[config.mk]
export PLATFORM = sky130hd
export DESIGN_NAME = cam_data_store_p
export DESIGN_NICKNAME = d
export VERILOG_FILES = /design/src/rtl/cam_pkg.sv /design/src/rtl/cam_ack_timer.sv /design/src/rtl/cam_data_store_p.sv
export SDC_FILE = /design/constraint.sdc
export NUM_CORES = 1
export LEC_CHECK = 0
export BUFFER_PORTS_ARGS = -buffer_cell sky130_fd_sc_hd__buf_4
export CAP_MARGIN = 5
export CORE_MARGIN = 1.5
export CORE_UTILIZATION = 25
export DETAILED_ROUTE_END_ITERATION = 6
export PLACE_DENSITY_LB_ADDON = 0.3
export SYNTH_ARGS = -nofsm -noshare
export SYNTH_HDL_FRONTEND = slang
export SYNTH_SLANG_ARGS = --single-unit
[constraint.sdc]
create_clock -name CLK -period 3.4 [get_ports CLK]
set_clock_uncertainty 0.1 [all_clocks]
set_input_delay 1.02 -clock CLK [delete_from_list [all_inputs] [get_ports CLK]]
set_output_delay 1.02 -clock CLK [all_outputs]
set_load 0.01 [all_outputs]
[src/rtl/cam_pkg.sv]
`default_nettype none
// ============================================================================
// Module   : cam_pkg
// Brief    : Shared state encoding and default widths for the CAM sequencers.
// Revision : 1.0
// ============================================================================
package cam_pkg;

  localparam int CAM_DATA_W    = 16;
  localparam int CAM_ADDR_HI_W = 5;
  localparam int CAM_ADDR_LO_W = 5;

  typedef enum logic [2:0] {
    IDLE      = 3'd0,
    WAIT_DATA = 3'd1,
    SCAN      = 3'd2,
    WAIT_ACK  = 3'd3,
    VEC_DONE  = 3'd4,
    ALL_DONE  = 3'd5
  } cam_state_e;

endpackage
`default_nettype wire

[src/rtl/cam_ack_timer.sv]
`default_nettype none
// ============================================================================
// Module   : cam_ack_timer
// Brief    : Loadable up-counter with enable and terminal-count flag.
// Revision : 1.0
// ============================================================================
module cam_ack_timer #(
  parameter int WIDTH = 4
) (
  input  logic             CLK,
  input  logic             rst,
  input  logic             load,
  input  logic             en,
  input  logic [WIDTH-1:0] terminal,
  output logic             tc
);

  logic [WIDTH-1:0] r_count;

  always_ff @(posedge CLK or negedge rst) begin
    if (!rst) begin
      r_count <= '0;
    end else if (load) begin
      r_count <= '0;
    end else if (en) begin
      r_count <= r_count + 1'b1;
    end
  end

  assign tc = (r_count == terminal);

endmodule
`default_nettype wire

[src/rtl/cam_data_store_p.sv]
`default_nettype none
// ============================================================================
// Module   : cam_data_store_p
// Brief    : Batch CAM write sequencer, one-hot chip walk with ack timeout.
// Revision : 1.0
// ============================================================================
module cam_data_store_p
  import cam_pkg::*;
#(
  parameter int DATA_W      = CAM_DATA_W,
  parameter int ADDR_HI_W   = CAM_ADDR_HI_W,
  parameter int ADDR_LO_W   = CAM_ADDR_LO_W,
  parameter int CNT_W       = 4,
  parameter int ACK_TIMEOUT = 15
) (
  input  logic                           CLK,
  input  logic                           rst,
  input  logic                           start,
  input  logic [ADDR_HI_W-1:0]           cmp_addr_high,
  input  logic [CNT_W-1:0]               num_vectors,
  input  logic                           skip_zero,
  input  logic [DATA_W-1:0]              data_in,
  input  logic                           data_valid,
  output logic                           data_ready,
  input  logic                           write_ack,
  output logic [DATA_W-1:0]              chip_enable,
  output logic                           wr_bit,
  output logic [ADDR_HI_W+ADDR_LO_W-1:0] cmp_addr_reg,
  output logic                           busy,
  output logic                           done,
  output logic                           done_all,
  output logic                           timeout_err
);

  localparam int c_chip_w = (DATA_W > 1) ? $clog2(DATA_W) : 1;
  localparam int c_tmr_w  = (ACK_TIMEOUT > 1) ? $clog2(ACK_TIMEOUT) : 1;
  localparam logic [c_tmr_w-1:0]  c_tmr_term = (ACK_TIMEOUT > 0) ? c_tmr_w'(ACK_TIMEOUT - 1) : '0;
  localparam logic [c_chip_w-1:0] c_last_chip = c_chip_w'(DATA_W - 1);
  localparam logic [DATA_W-1:0]   c_one = DATA_W'(1);

  cam_state_e            r_state, w_next;
  logic [ADDR_HI_W-1:0]  r_addr_high;
  logic [CNT_W-1:0]      r_num_vec;
  logic                  r_skip_zero;
  logic [CNT_W-1:0]      r_vec_idx;
  logic [DATA_W-1:0]     r_shadow;
  logic [c_chip_w-1:0]   r_chip_idx;
  logic                  r_timeout_err;

  logic w_tmr_load, w_tmr_en, w_tc;
  logic w_timeout, w_ack_evt, w_last_chip, w_skip, w_last_vec;

  cam_ack_timer #(.WIDTH(c_tmr_w)) u_ack_timer (
    .CLK      (CLK),
    .rst      (rst),
    .load     (w_tmr_load),
    .en       (w_tmr_en),
    .terminal (c_tmr_term),
    .tc       (w_tc)
  );

  // A timeout is only meaningful while waiting; an ack on the same edge wins.
  assign w_timeout   = (ACK_TIMEOUT != 0) && w_tc;
  assign w_ack_evt   = write_ack || w_timeout;
  assign w_last_chip = (r_chip_idx == c_last_chip);
  assign w_skip      = r_skip_zero && !r_shadow[r_chip_idx];
  assign w_last_vec  = (r_vec_idx == r_num_vec - 1'b1);

  assign cmp_addr_reg = {r_addr_high, ADDR_LO_W'(r_vec_idx)};
  assign timeout_err  = r_timeout_err;

  always_ff @(posedge CLK or negedge rst) begin
    if (!rst) begin
      r_state <= IDLE;
    end else begin
      r_state <= w_next;
    end
  end

  always_comb begin
    w_next      = r_state;
    data_ready  = 1'b0;
    busy        = 1'b1;
    done        = 1'b0;
    done_all    = 1'b0;
    w_tmr_load  = 1'b0;
    w_tmr_en    = 1'b0;
    chip_enable = '0;
    wr_bit      = 1'b0;
    case (r_state)
      IDLE: begin
        busy = 1'b0;
        if (start) w_next = (num_vectors == '0) ? ALL_DONE : WAIT_DATA;
      end
      WAIT_DATA: begin
        data_ready = 1'b1;
        if (data_valid) w_next = SCAN;
      end
      SCAN: begin
        w_tmr_load = 1'b1;
        if (!w_skip)         w_next = WAIT_ACK;
        else if (w_last_chip) w_next = VEC_DONE;
      end
      WAIT_ACK: begin
        chip_enable = c_one << r_chip_idx;
        wr_bit      = r_shadow[r_chip_idx];
        w_tmr_en    = 1'b1;
        if (w_ack_evt) w_next = w_last_chip ? VEC_DONE : SCAN;
      end
      VEC_DONE: begin
        done   = 1'b1;
        w_next = w_last_vec ? ALL_DONE : WAIT_DATA;
      end
      ALL_DONE: begin
        done_all = 1'b1;
        w_next   = IDLE;
      end
      default: w_next = IDLE;
    endcase
  end

  always_ff @(posedge CLK or negedge rst) begin
    if (!rst) begin
      r_addr_high   <= '0;
      r_num_vec     <= '0;
      r_skip_zero   <= 1'b0;
      r_vec_idx     <= '0;
      r_shadow      <= '0;
      r_chip_idx    <= '0;
      r_timeout_err <= 1'b0;
    end else begin
      case (r_state)
        IDLE: if (start) begin
          r_addr_high   <= cmp_addr_high;
          r_num_vec     <= num_vectors;
          r_skip_zero   <= skip_zero;
          r_vec_idx     <= '0;
          r_timeout_err <= 1'b0;
        end
        WAIT_DATA: if (data_valid) begin
          r_shadow   <= data_in;
          r_chip_idx <= '0;
        end
        SCAN: if (w_skip && !w_last_chip) r_chip_idx <= r_chip_idx + 1'b1;
        WAIT_ACK: if (w_ack_evt) begin
          if (w_timeout && !write_ack) r_timeout_err <= 1'b1;
          if (!w_last_chip) r_chip_idx <= r_chip_idx + 1'b1;
        end
        VEC_DONE: if (!w_last_vec) r_vec_idx <= r_vec_idx + 1'b1;
        default: ;
      endcase
    end
  end

endmodule
`default_nettype wire

==> results of run 1 <==
-- area by class of cell --
class | count | area, um^2 | area share, %
clock buffers | 5 | 68.8 | 2.28
clock inverters | 3 | 26.3 | 0.870
inverters | 11 | 41.3 | 1.37
multi-input cells | 172 | 1210 | 40.1
flip-flops and latches | 42 | 1050 | 34.9
well taps | 111 | 139 | 4.60
repair buffers | 64 | 480 | 15.9
-- flip-flops by register name (all words and copies together), names as in the netlist --
name	count
r_addr_high	5
r_shadow	16
r_num_vec	4
timeout_err	1
r_vec_idx	4
u_ack_timer.r_count	4
r_skip_zero	1
r_chip_idx	4
r_state	3
-- worst reg2reg max path, delay by kind of cell, from the launching register on --
family / cells / cell delay, ns
DFF: 1 / 0.48
and+or+nand+nor: 1 / 0.27
muxes: 2 / 1.07
AOI/OAI and AO/OA: 2 / 0.45
-- kinds of logic (layout without fill, tap and decap cells) --
| kind of cell | count (synthesis) | count (layout) | synth area share [%] |
|---|---|---|---|
| simple gates | 95 | 95 | 19.7 |
| flops | 42 | 42 | 44.5 |
| compound gates | 39 | 39 | 10.9 |
| buf+inv | 23 | 83 | 4.14 |
| mux | 22 | 22 | 12.8 |
| fa+ha+maj | 10 | 10 | 5.30 |
| xor+xnor | 5 | 5 | 2.44 |
| other cells | 1 | 1 | 0.159 |
-- placed cells by master, fill, tap and decap left out, types with 2 or more instances in the layout --
cell type,count
inv_6,3
a211o_1,2
nor2_1,12
nand2_1,38
a31oi_1,4
inv_1,11
o21ai_0,12
nand3_1,5
xnor2_1,3
mux4_2,5
nor3_1,7
buf_4,64
a21oi_1,9
and2_1,9
mux2_2,16
clkbuf_8,5
ha_1,10
o22ai_1,2
nor2b_1,2
dfrtp_1,41
nand2b_1,2
and3_1,12
o21bai_1,2
-- per-layer routing --
metal	routed length [um]	track usage [%]	vias to the layer above
met5	0	0	-
met4	35	2.28	0
met3	274	2.65	4
met2	2590	18.3	42
met1	2670	16.0	906
li1	-	-	943
-- stage by stage --
stage / hold WS [ns] / instance area (um^2) / setup slack [ns] / utilization (%) / std cells
final: 0.389 / 3020 / 0.121 / 32.8 / 408
after global placement: 0.362 / 2910 / 0.290 / 31.6 / 398
after global routing: 0.424 / 3020 / 0.0246 / 32.8 / 408
after floorplan: 0.367 / 2360 / 0.601 / - / 237
after CTS: 0.395 / 3000 / 0.0529 / 32.7 / 406
after detailed placement: 0.371 / 2910 / 0.273 / 31.6 / 398
-- worst paths after layout --
| path | cells past startpoint | slack (ns) | to | start |
|---|---|---|---|---|
| max in group asynchronous | 1 | 2.20 | r_chip_idx[0] | rst |
| min | 2 | 0.39 | r_addr_high[1] | r_addr_high[1] |
| min reg2reg | 2 | 0.39 | r_addr_high[1] | r_addr_high[1] |
| max reg2reg | 5 | 0.95 | r_state[2] | r_chip_idx[0] |
| min in group asynchronous | 1 | 0.61 | r_chip_idx[2] | rst |
| max | 4 | 0.12 | wr_bit | r_chip_idx[0] |
-- power by group through the flow --
stage,Combinational [W],Sequential [W],Clock (W)
after floorplan,0.000777,0.000827,0
after global placement,0.000997,0.000888,0
after detailed placement,0.00101,0.000898,0
after CTS,0.00101,0.000887,0.000373
after global routing,0.00115,0.000916,0.000390
final,0.00101,0.000883,0.000353
-- timing repair --
item | CTS | global route
setup buffers | 0 | 2
resized for setup | 1 | 0
pin swaps | 0 | 0
endpoints found under the setup margin | 1 | 1
hold endpoints to repair | 0 | 0
==> flow_summary.json, run 1 <==
{
  "status": "completed",
  "routabilityCongestion": 0.851,
  "drt_first_pass_iters": 4,
  "crit_arrival_ns": 2.16,
  "path_buf_inv": 1,
  "rsz0062_at_grt": "no",
  "io_pins": 63,
  "synth.yosys.seq_area_share_pct": 44.5,
  "yosys_warnings": 0,
  "seq_power_share_pct": 39.3,
  "std_cell_rows": 35,
  "grt_pass1_vias": 1789,
  "setup_viol": 0,
  "layout.nets": 337,
  "path_class": "register to output port",
  "grt.overflow.total": 0,
  "num_antenna_cells": 0,
  "p_int_w": 0.00137,
  "cp_max_fo": 7,
  "cpPeakStageDelay_ns": 0.55,
  "grt_pass1_wl_mm": 9.04,
  "start_kind": "register",
  "swShare_pct": 38.9,
  "coreArea_um2": 9200,
  "cts-buffers-inserted": 5,
  "post-route-period-util_pct": 96.4,
  "p_comb_share_pct": 45.1,
  "dp_hpwl_mm": 4.13,
  "total_power_w": 0.00225,
  "drive_above_1_share_pct": 33.0,
  "fp.dieW_um": 100,
  "synth-edff-count": 0,
  "cts_buffer_depth": 2,
  "cts_hold_buf": 0,
  "synth_area_leaders": "dfrtp_1 (45%), mux2_2 (7.6%), nand2_1 (6.0%)",
  "routed_wl_mm": 5.57,
  "synthesis.instances": 237,
  "tritoncts": "done",
  "wl_per_cell_um": 13.7,
  "initial_utilization_pct": 25.7,
  "htree_levels": 2,
  "syn-cell-area_um2": 2360,
  "switchingPower_w": 0.000875,
  "clk_latency_ns": 0.30,
  "synth_top_cell_area_share_pct": 44.5,
  "fillCellCount": 971,
  "ant_nets": 0,
  "grt_antenna_before_repair": 0,
  "clkPwrFrac_pct": 15.7,
  "die_h_um": 100,
  "path_delay_family": "multiplexers",
  "drc_errors": 0,
  "max_freq_mhz": 305,
  "area_growth_pct": 27.9,
  "drt_iter0_drc": 63,
  "cts.sinks": 42,
  "p_leak_nw": 1.43,
  "critical_path.cell_chain": "mux4_2 -> mux4_2 -> nor2b_1 -> buf_4",
  "min_path_type": "register to register",
  "yosysUniqueCellTypes": 44,
  "peakVddDrop_mv": 0.234,
  "async_reset_ff_share_pct": 100,
  "synthFlopType": "dfrtp_1",
  "synth_top_cell_by_area": "dfrtp_1",
  "die-area_um2": 10000,
  "cp-end-kind": "output port",
  "power_density_nw_per_um2": 745,
  "drv_slew": 0,
  "path_clk_slew_ns": 0.09,
  "crit_path_frequent_cell": "mux4_2",
  "slew-limit-headroom_pct": 52.8,
  "syn_nets": 278,
  "syn_area_per_cell_um2": 9.96,
  "grt_max_degree": 43,
  "cts-root-buf": "clkbuf_8",
  "worst_pin_slew_ns": 0.708,
  "synth.most_common_cell": "dfrtp_1",
  "cp_slowest_cell": "mux4_2",
  "drv_cap": 0,
  "vias_per_cell": 4.64,
  "setup_tns_ns": 0,
  "num_vias": 1895,
  "grt_usage_pct": 11.5,
  "min_period_ns": 3.28,
  "ys_ff_latch": 42,
  "hold_viol": 0,
  "synth_commonest_cells": "dfrtp_1 (42), nand2_1 (38), mux2_2 (16)",
  "critPathRequiredTime_ns": 2.28,
  "port_buffers": 61
}
No activity file was read; power rests on OpenSTA's default activity.
==> inputs of run 2 (changes only) <==
--- a/config.mk
+++ b/config.mk
@@ -10,6 +10,7 @@
 export CORE_MARGIN = 1.5
 export CORE_UTILIZATION = 25
 export DETAILED_ROUTE_END_ITERATION = 6
+export GPL_TIMING_DRIVEN = 0
 export PLACE_DENSITY_LB_ADDON = 0.3
 export SYNTH_ARGS = -nofsm -noshare
 export SYNTH_HDL_FRONTEND = slang
==> run 2 against run 1 <==
Critical path depth increased by 1; flip-flop and latch count is the same; final cell count up 2.7%; sequential share of layout area down 0.89 points; clock power increased by 16%; first-iteration DRC count grew 1.6%; core utilization rose by 0.82 points; largest cell class unchanged.
==> flow_summary.json, run 2 (same netlist as run 1, synthesis figures left out) <==
{
  "drive_above_1_share_pct": 33.1,
  "routabilityCongestion": 0.853,
  "cp_max_fo": 7,
  "grt.overflow.total": 0,
  "min_path_type": "register to register",
  "cp-end-kind": "output port",
  "critPathRequiredTime_ns": 2.28,
  "layout.nets": 348,
  "startpoint": "r_chip_idx[0]",
  "regMostFlops": "r_shadow",
  "max_freq_mhz": 305,
  "layout_setup_ws_ns": 0.120,
  "hp-start": "r_addr_high[1]",
  "crit_arrival_ns": 2.16,
  "initial_utilization_pct": 25.7,
  "die-area_um2": 10000,
  "routed_wl_mm": 5.78,
  "drt_first_pass_iters": 4,
  "slew-limit-headroom_pct": 56.3,
  "pre_cts_slack_ns": 0.279,
  "stdcell_count": 419,
  "final_common_cell": "buf_4",
  "hold_depth": 2,
  "cts_hold_buf": 0,
  "die_h_um": 100,
  "cts-buffers-inserted": 5,
  "fp.dieW_um": 100,
  "dp.cells": 409,
  "rsz0062_at_grt": "no",
  "power_density_nw_per_um2": 762,
  "area_growth_pct": 31.1,
  "cts_buffer_depth": 2,
  "worst_pin_slew_ns": 0.655,
  "std_cell_rows": 35,
  "r2r_start": "r_chip_idx[0]",
  "drc_errors": 0,
  "path_clk_slew_ns": 0.09,
  "wl_met2_mm": 2.71,
  "drt_iter0_drc": 64,
  "routedLengthMet1_mm": 2.73,
  "htree_levels": 2,
  "setup_viol": 0,
  "grt_usage_pct": 12.2,
  "grt_max_degree": 43,
  "rr_worst_depth": 7,
  "hold_viol": 0,
  "coreArea_um2": 9200,
  "status": "completed",
  "wl_met3_um": 292,
  "vias_per_cell": 4.72,
  "holdWs_ns": 0.375,
  "cts-root-buf": "clkbuf_8",
  "min_period_ns": 3.28,
  "top_layer": "met4",
  "start_kind": "register",
  "grt_pass1_wl_mm": 9.63,
  "drv_slew": 0,
  "ant_nets": 0,
  "top_regs": "r_shadow x16, r_addr_high x5",
  "peakVddDrop_mv": 0.363,
  "post-route-period-util_pct": 96.5,
  "num_antenna_cells": 0,
  "tritoncts": "done",
  "dp_hpwl_mm": 4.26,
  "wl_per_cell_um": 13.8,
  "clk_latency_ns": 0.30,
  "path_class": "register to output port",
  "setup_tns_ns": 0,
  "place_area_um2": 2960,
  "largest_reg_flops": 16,
  "fin_area_um2": 3090,
  "mostFrequentLayoutCells": "buf_4 (65), dfrtp_1 (42), nand2_1 (38)",
  "cts.sinks": 42,
  "grt_antenna_before_repair": 0,
  "grt_pass1_vias": 1941,
  "p_leak_nw": 1.46,
  "num_vias": 1977,
  "drv_cap": 0,
  "port_buffers": 61,
  "io_pins": 63
}
[run 2: worst max-delay path, cell delays in order, from the launching register on]
cell and delay (ns):
dfrtp_1 0.39, buf_6 0.16, mux4_2 0.50, mux4_2 0.51, nor2b_1 0.16, buf_4 0.14
[run 2: routing by layer]
metal | track usage [%] | vias to the layer above
met1 | 16.8 | 955
li1 | - | 964
met2 | 19.4 | 54
met3 | 2.92 | 4
met5 | 0 | -
met4 | 3.25 | 0
[run 2: layout make-up]
cell class	count	area, um^2
plain buffers	11	55.1
clock buffers	5	68.8
clock inverters	3	45.0
fillers	950	6100
inverters	11	41.3
multi-input cells	172	1210
flip-flops and latches	42	1050
well taps	111	139
repair buffers	64	480
[run 2: through the flow]
step,power [W],utilization [%]
after floorplan,0.00160,-
after global placement,0.00191,32.1
after detailed placement,0.00194,32.1
after CTS,0.00236,33.4
after global routing,0.00257,33.6
final,0.00236,33.6
[run 2: what timing repair did]
item	4_1_cts	5_1_grt
buffers inserted	0	3
resized for setup	2	1
endpoints found under the hold margin	0	0
setup endpoints to repair	7	9
gates cloned	0	0
[run 2: power breakdown]
part | switching (W) | total [W] | leakage [nW] | internal, W
Clock | 0.000189 | 0.000408 | 0.0504 | 0.000219
Sequential | 0.000145 | 0.000851 | 0.528 | 0.000706
Combinational | 0.000553 | 0.00110 | 0.883 | 0.000547
[run 2: worst paths after layout]
path / end / slack [ns]
min: r_addr_high[1] / 0.37
min in group asynchronous: r_chip_idx[2] / 0.60
min reg2reg: r_addr_high[1] / 0.37
max: wr_bit / 0.12
max in group asynchronous: r_num_vec[1] / 2.20
max reg2reg: r_chip_idx[3] / 0.76
